==> src/rtl/sample_packer.sv <==
// sample_packer: decimates probe lines, packs 16 samples per channel and emits channel-interleaved words
//
// Optional build macro: PACKER_TEST_PATTERN_EN. When it is defined, an internal counter replaces
// probe as the capture source, which makes the output fully deterministic.
//
// Ports:
//   clk                fast sample clock
//   rst_n              asynchronous active-low reset
//   probe              probe levels, already registered into the clk domain
//   acq_enable         acquisition run level
//   clock_divisor      a sample strobe fires every clock_divisor+1 cycles
//   channel_enable     per-channel enable mask, latched when a run starts
//   fifo_overflow      FIFO write-side overflow flag
//   sample_data        packed word driven to the FIFO din
//   sample_data_avail  FIFO write enable, one word per asserted cycle
//   stalled            sticky overflow indication, cleared only by returning to idle
module sample_packer #(
    parameter int NCH = 16
) (
    input  logic           clk,
    input  logic           rst_n,
    input  logic [NCH-1:0] probe,
    input  logic           acq_enable,
    input  logic [7:0]     clock_divisor,
    input  logic [NCH-1:0] channel_enable,
    input  logic           fifo_overflow,
    output logic [NCH-1:0] sample_data,
    output logic           sample_data_avail,
    output logic           stalled
);
    typedef enum logic [1:0] {IDLE, RUN, STALL} state_t;
    state_t         state_q;
    logic [NCH-1:0] mask_q;
    logic [7:0]     div_sh_q;
    logic [7:0]     div_q;
    logic [3:0]     cnt_q;
    logic [3:0]     idx_q;
    logic           scan_q;
    logic [NCH-1:0] data_q;
    logic           avail_q;
    logic           stalled_q;
    logic [NCH-1:0] sh_q   [NCH];
    logic [NCH-1:0] hold_q [NCH];
    logic [NCH-1:0] word_d [NCH];
    logic [NCH-1:0] src;
    logic           strobe;
    logic           copy;
`ifdef PACKER_TEST_PATTERN_EN
    logic [NCH-1:0] tp_q;
    logic           unused_probe;
    assign unused_probe = ^probe;
    assign src = tp_q;
`else
    assign src = probe;
`endif
    assign sample_data       = data_q;
    assign sample_data_avail = avail_q;
    assign stalled           = stalled_q;
    // Completed words include the sample being taken this cycle, so the copy needs no extra stage.
    always_comb begin
        strobe = (state_q == RUN) && (div_q == 8'd0);
        copy   = strobe && (cnt_q == 4'hF);
        for (int c = 0; c < NCH; c++) word_d[c] = {src[c], sh_q[c][NCH-1:1]};
    end
    always_ff @(posedge clk or negedge rst_n) begin
        if (!rst_n) begin
            state_q   <= IDLE;
            mask_q    <= '0;
            div_sh_q  <= '0;
            div_q     <= '0;
            cnt_q     <= '0;
            idx_q     <= '0;
            scan_q    <= 1'b0;
            data_q    <= '0;
            avail_q   <= 1'b0;
            stalled_q <= 1'b0;
`ifdef PACKER_TEST_PATTERN_EN
            tp_q      <= '0;
`endif
            for (int c = 0; c < NCH; c++) begin
                sh_q[c]   <= '0;
                hold_q[c] <= '0;
            end
        end else begin
            avail_q <= 1'b0;
            case (state_q)
                IDLE: begin
                    if (acq_enable) begin
                        state_q  <= RUN;
                        mask_q   <= channel_enable;
                        div_sh_q <= clock_divisor;
                        div_q    <= '0;
                        cnt_q    <= '0;
                        idx_q    <= '0;
                        scan_q   <= 1'b0;
`ifdef PACKER_TEST_PATTERN_EN
                        tp_q     <= '0;
`endif
                    end
                end
                RUN: begin
                    if (!acq_enable) begin
                        state_q <= IDLE;
                        scan_q  <= 1'b0;
                    end else begin
                        if (fifo_overflow) begin
                            state_q   <= STALL;
                            stalled_q <= 1'b1;
                        end
                        div_q <= strobe ? div_sh_q : div_q - 8'd1;
                        if (strobe) begin
                            cnt_q <= cnt_q + 4'd1;
`ifdef PACKER_TEST_PATTERN_EN
                            tp_q  <= tp_q + 1'b1;
`endif
                            for (int c = 0; c < NCH; c++) sh_q[c] <= word_d[c];
                        end
                        // Channel 0 is presented straight from the fresh words; the rest come
                        // from the holding buffer, read before any later copy overwrites it.
                        if (copy) begin
                            for (int c = 0; c < NCH; c++) hold_q[c] <= word_d[c];
                            data_q  <= word_d[0];
                            avail_q <= mask_q[0] && !fifo_overflow;
                            idx_q   <= 4'd1;
                            scan_q  <= 1'b1;
                        end else if (scan_q) begin
                            data_q  <= hold_q[idx_q];
                            avail_q <= mask_q[idx_q] && !fifo_overflow;
                            idx_q   <= idx_q + 4'd1;
                            scan_q  <= idx_q != 4'hF;
                        end
                    end
                end
                STALL: begin
                    if (!acq_enable) begin
                        state_q   <= IDLE;
                        stalled_q <= 1'b0;
                        scan_q    <= 1'b0;
                    end
                end
                default: state_q <= IDLE;
            endcase
        end
    end
endmodule

==> config.mk <==
export PLATFORM = sky130hd
export DESIGN_NAME = sample_packer
export DESIGN_NICKNAME = d
export VERILOG_FILES = /design/src/rtl/sample_packer.sv
export SDC_FILE = /design/constraint.sdc
export NUM_CORES = 1
export LEC_CHECK = 0
export ABC_CLOCK_PERIOD_IN_PS = 2750
export CORE_UTILIZATION = 35
export DETAILED_ROUTE_END_ITERATION = 10
export PLACE_DENSITY = 0.51
export SYNTH_ARGS = -nofsm -noshare
export SYNTH_HDL_FRONTEND = slang
export SYNTH_SLANG_ARGS = --single-unit
==> constraint.sdc <==
create_clock -name clk -period 2.75 [get_ports clk]
set_clock_uncertainty 0.1 [all_clocks]
set_input_delay 0.4125 -clock clk [delete_from_list [all_inputs] [get_ports clk]]
set_output_delay 0.4125 -clock clk [all_outputs]
set_load 0.005 [all_outputs]
==> out/results.env <==
STATUS='completed'
CELLLEAKAGEPOWER_nW=14.44
REPORT.FINAL.HOLD_VIOL_COUNT=0
FIRST_GLOBAL_VIAS=17220
CORE_SQ_UM=67040
HOLDBUFCOUNTCTS=1
DRT_ITER0_MARKERS=1035
MAX_FREQ_GHz=0.4031
CTS_TREE='done'
POSTPLACECELLAREA_SQ_UM=25550
PERIOD_UTILIZATION_PCT=90.21
CLK_PIN_SLEW_WORST_PATHS_NS=0.06
POSTSYNTHREGISTERBITS=557
COMPOUND_CELL_AREA_SHARE_OF_THE_YOSYS_NETLIST_PCT=2.434
GRT_USAGE_PCT=16.63
ROUTABILITYCONGESTION=0.7922
DIE_W_UM=262.2
AREA_SHARE_OF_FA_HA_MAJ_CELLS_AFTER_SYNTHESIS_PCT=0.1584
REMAINING_DRC_ERRORS=0
ENDPOINT_REQUIRED_TIME_ON_THE_CRITICAL_PATH_NS=3.15
SETUP.WORST_PATH.START_CLASS='register'
WORSTMARGINPINSLEW_NS=0.5545
ROUTE.DETAILED.WL_PER_INST_UM=15.98
FLOW.AREA_GROWTH_FROM_SYNTHESIS_PCT=16.63
PLACEMENTROWS=95
PIN_COUNT_OF_THE_BIGGEST_NET_ENTERING_GLOBAL_ROUTING=95
PLACE_HPWL_UM=34710
WORST-PATH-MAX-FANOUT=73
CTS.ROOT.BUFFER_CELL='sky130_fd_sc_hd__clkbuf_16'
DRIVE_ABOVE_1_SHARE_PCT=11.12
Y_DIMENSION_OF_THE_DIE_UM=262.2
CRITPATHCAPTURETYPE='register'
SYNTH.NET_COUNT=2534
SETUP-VIOLATIONS-FINAL=0
SYNTH.CELL_AREA_SQ_UM=23700
YOSYS_MOST_USED_DFF='sky130_fd_sc_hd__dfrtp_1'
POST-ROUTE-CELL-AREA_SQ_UM=27640
FLOORPLAN.INITIALDENSITY_PCT=35.35
FIRST_PASS_GRT_WIRE_LENGTH_UM=93160
NUMBER_OF_FLOPS_MAPPED_TO_ENABLE_CELLS_BY_YOSYS=0
CLKLATENCYLATEPIN_NS=0.62
FIN_NETS=2594
PLACE_WS_NS=0.1794
MAX_SLEW_MARGIN_PCT=63.04
SYNTHESIS.AREA_PER_INSTANCE_SQ_UM=9.529
ROUTED_WIRELENGTH_UM=55460
CLOCK-SINKS=557
DRV_SLEW=0
CTS.PATH.MAX_BUFFERS=3
INITIAL_ANTENNA_VIOLATION_COUNT=0
SYNTH_SIMPLE_GATE_AREA_SHARE_PCT=25.36
BOUNDARYPINS=62
CTS.REPAIR.RESIZED=0
TRITONROUTE_PASS_1_ITERS=4
SYNTH.LIB_CELLS_USED.DISTINCT=47
SYN-INSTANCE-COUNT=2487
ASYNC_FLOP_SHARE_PCT=100.0
POWER.TOTAL_mW=20.27
WHS_NS=0.2077
MAX_CAP_VIOLATIONS=0
LARGEST_FAMILY_OF_LOGIC_CELLS_BY_SYNTHESIZED_AREA='simple AND/OR/NAND/NOR gates'
ROUTE.VIAS.TOTAL=16330
PORT_BUFFERS=61
DIODES=0
FIN_CRIT_NS=2.481
SEQ_AREA_FRAC_SYNTH_PCT=58.81
FP.DIEAREA_SQ_UM=68760
VIAS_PER_CELL=4.705
POST_SYNTH_MUX_AREA_SHARE_PCT=9.134
FINALSETUPTNS_NS=0
SYNTH-XOR-AREA-SHARE_PCT=0.1109
CTS.HTREE.LEVELS=2
POST-CTS-SETUP-BUFFER-COUNT=0
POWER_DENSITY_nW_PER_UM2=733.2
SYNTH-WARNING-COUNT=0
DETAIL_ROUTE_ANTENNA_NETS=0
UNREPAIRED_SETUP_ENDPOINTS_AFTER_GLOBAL_ROUTING='false'
FINAL.SETUP.WORST_SLACK_NS=0.2692
VDD_IR_DROP_MAX_V=0.0004583
CTS_BUFFERS=61
WORSTPATHARRIVAL_NS=2.88
GR-TOTAL-OVERFLOW=0
HOLD_WC_PATH_TYPE='input pin to asynchronous set/reset pin'
KIND_OF_CRITICAL_PATH='register to register'
N_FILL_CELL=6677
[registers in the layout, summed over array words and instances (netlist names), 4 cells and up]
name / count
hold_q: 256
sh_q: 240
mask_q: 16
sample_data: 16
div_q: 8
div_sh_q: 8
cnt_q: 4
idx_q: 4
[worst max-delay path, cell delays in order (launching register included)]
cell	delay (ns)
sky130_fd_sc_hd__dfrtp_1	0.41
sky130_fd_sc_hd__inv_1	0.07
sky130_fd_sc_hd__ha_1	0.18
sky130_fd_sc_hd__nor4b_4	0.36
sky130_fd_sc_hd__and3_1	0.37
sky130_fd_sc_hd__nand2_4	0.30
sky130_fd_sc_hd__buf_12	0.30
sky130_fd_sc_hd__nand2_1	0.13
sky130_fd_sc_hd__nand2_1	0.05
[metrics by stage]
stage	utilization (%)	std cells
global placement	38.11	3356
CTS	41.23	3471
floorplan	-	2487
detailed placement	38.11	3356
finish	41.23	3471
global route	41.23	3471
[power by group]
part           internal (mW)  total, mW  switching [mW]
sequential              8.85       9.44           0.588
combinational           1.01       2.46            1.45
clock                   5.03       8.37            3.34
[cells in the final DEF, fill, tap and decap left out, drive strengths merged, types with 3 or more instances in the layout]
cell,count
a21oi,8
a31oi,22
and3,5
buf,77
bufinv,4
clkbuf,96
clkdlybuf4s50,60
clkinv,9
clkinvlp,3
dfrtp,557
ha,3
inv,8
mux2,26
mux2i,34
mux4,68
nand2,1511
nand3,4
nor2,31
nor3,4
o211ai,3
o21ai,20
o22a,17
xor2,3
[cell type report]
cell class	instances	area [sq um]	area share, %
well taps	873	1092	3.952
repair buffers	138	1659	6.002
clock buffers	96	1878	6.795
clock inverters	18	205.2	0.7424
flip-flops and latches	557	13950	50.46
inverters	6	22.52	0.08148
multi-input cells	1783	8836	31.97
[layer usage]
metal,global-route usage (%),vias to the layer above,part of all wire (%)
li1,-,7989,-
met1,22.58,8066,47
met2,27.59,205,48
met3,3.013,71,3.8
met4,3.959,0,1.8
met5,0,-,0
[cell usage after synthesis, types with 2 or more instances]
master                     count  area [sq um]
sky130_fd_sc_hd__nand2_1    1511          5672
sky130_fd_sc_hd__dfrtp_1     557         13940
sky130_fd_sc_hd__buf_2        68         340.3
sky130_fd_sc_hd__mux4_2       68          1531
sky130_fd_sc_hd__mux2i_1      34         340.3
sky130_fd_sc_hd__buf_6        29         326.6
sky130_fd_sc_hd__nor2_1       27         101.4
sky130_fd_sc_hd__mux2_2       26         292.8
sky130_fd_sc_hd__buf_4        24         180.2
sky130_fd_sc_hd__a31oi_1      21         131.4
sky130_fd_sc_hd__clkbuf_1     19         71.32
sky130_fd_sc_hd__o21ai_0      19         95.09
sky130_fd_sc_hd__o22a_1       17         148.9
sky130_fd_sc_hd__a21oi_1       7         35.03
sky130_fd_sc_hd__inv_1         6         22.52
sky130_fd_sc_hd__and3_1        5         31.28
sky130_fd_sc_hd__ha_1          3         37.54
sky130_fd_sc_hd__nand3_1       3         15.01
sky130_fd_sc_hd__nor3_1        3         15.01
sky130_fd_sc_hd__o211ai_1      3         22.52
sky130_fd_sc_hd__xor2_1        3         26.28
sky130_fd_sc_hd__and2_1        2         12.51
sky130_fd_sc_hd__nand2b_1      2         12.51
sky130_fd_sc_hd__nand3b_1      2         15.01
sky130_fd_sc_hd__nor2_2        2         12.51
sky130_fd_sc_hd__nor2_4        2         22.52
sky130_fd_sc_hd__nor2b_1       2         12.51
sky130_fd_sc_hd__nor3b_1       2         15.01
sky130_fd_sc_hd__o31ai_1       2         15.01
[path summary, 6_finish.rpt]
path | start | endpoint | slack, ns | cells after the start
worst min-delay path | rst_n | hold_q[145] | 0.21 | 2
worst max register to register | div_q[0] | hold_q[223] | 0.27 | 8
worst min register to register | sh_q[177] | hold_q[176] | 0.36 | 2
max in group asynchronous | rst_n | sh_q[219] | 1.41 | 4
worst max-delay path | div_q[0] | hold_q[223] | 0.27 | 8
min in group clk | probe[12] | sh_q[63] | 0.26 | 3
[cell families (layout without fill, tap and decap cells)]
family,after synthesis,after routing
XOR/XNOR,3,3
AND/OR/NAND/NOR,1568,1568
buffers and inverters,147,258
AO/OA/AOI/OAI,81,81
multiplexers,128,128
adder cells (fa/ha/maj),3,3
flip-flops,557,557
Note: power is estimated with default switching activity, not from simulation.
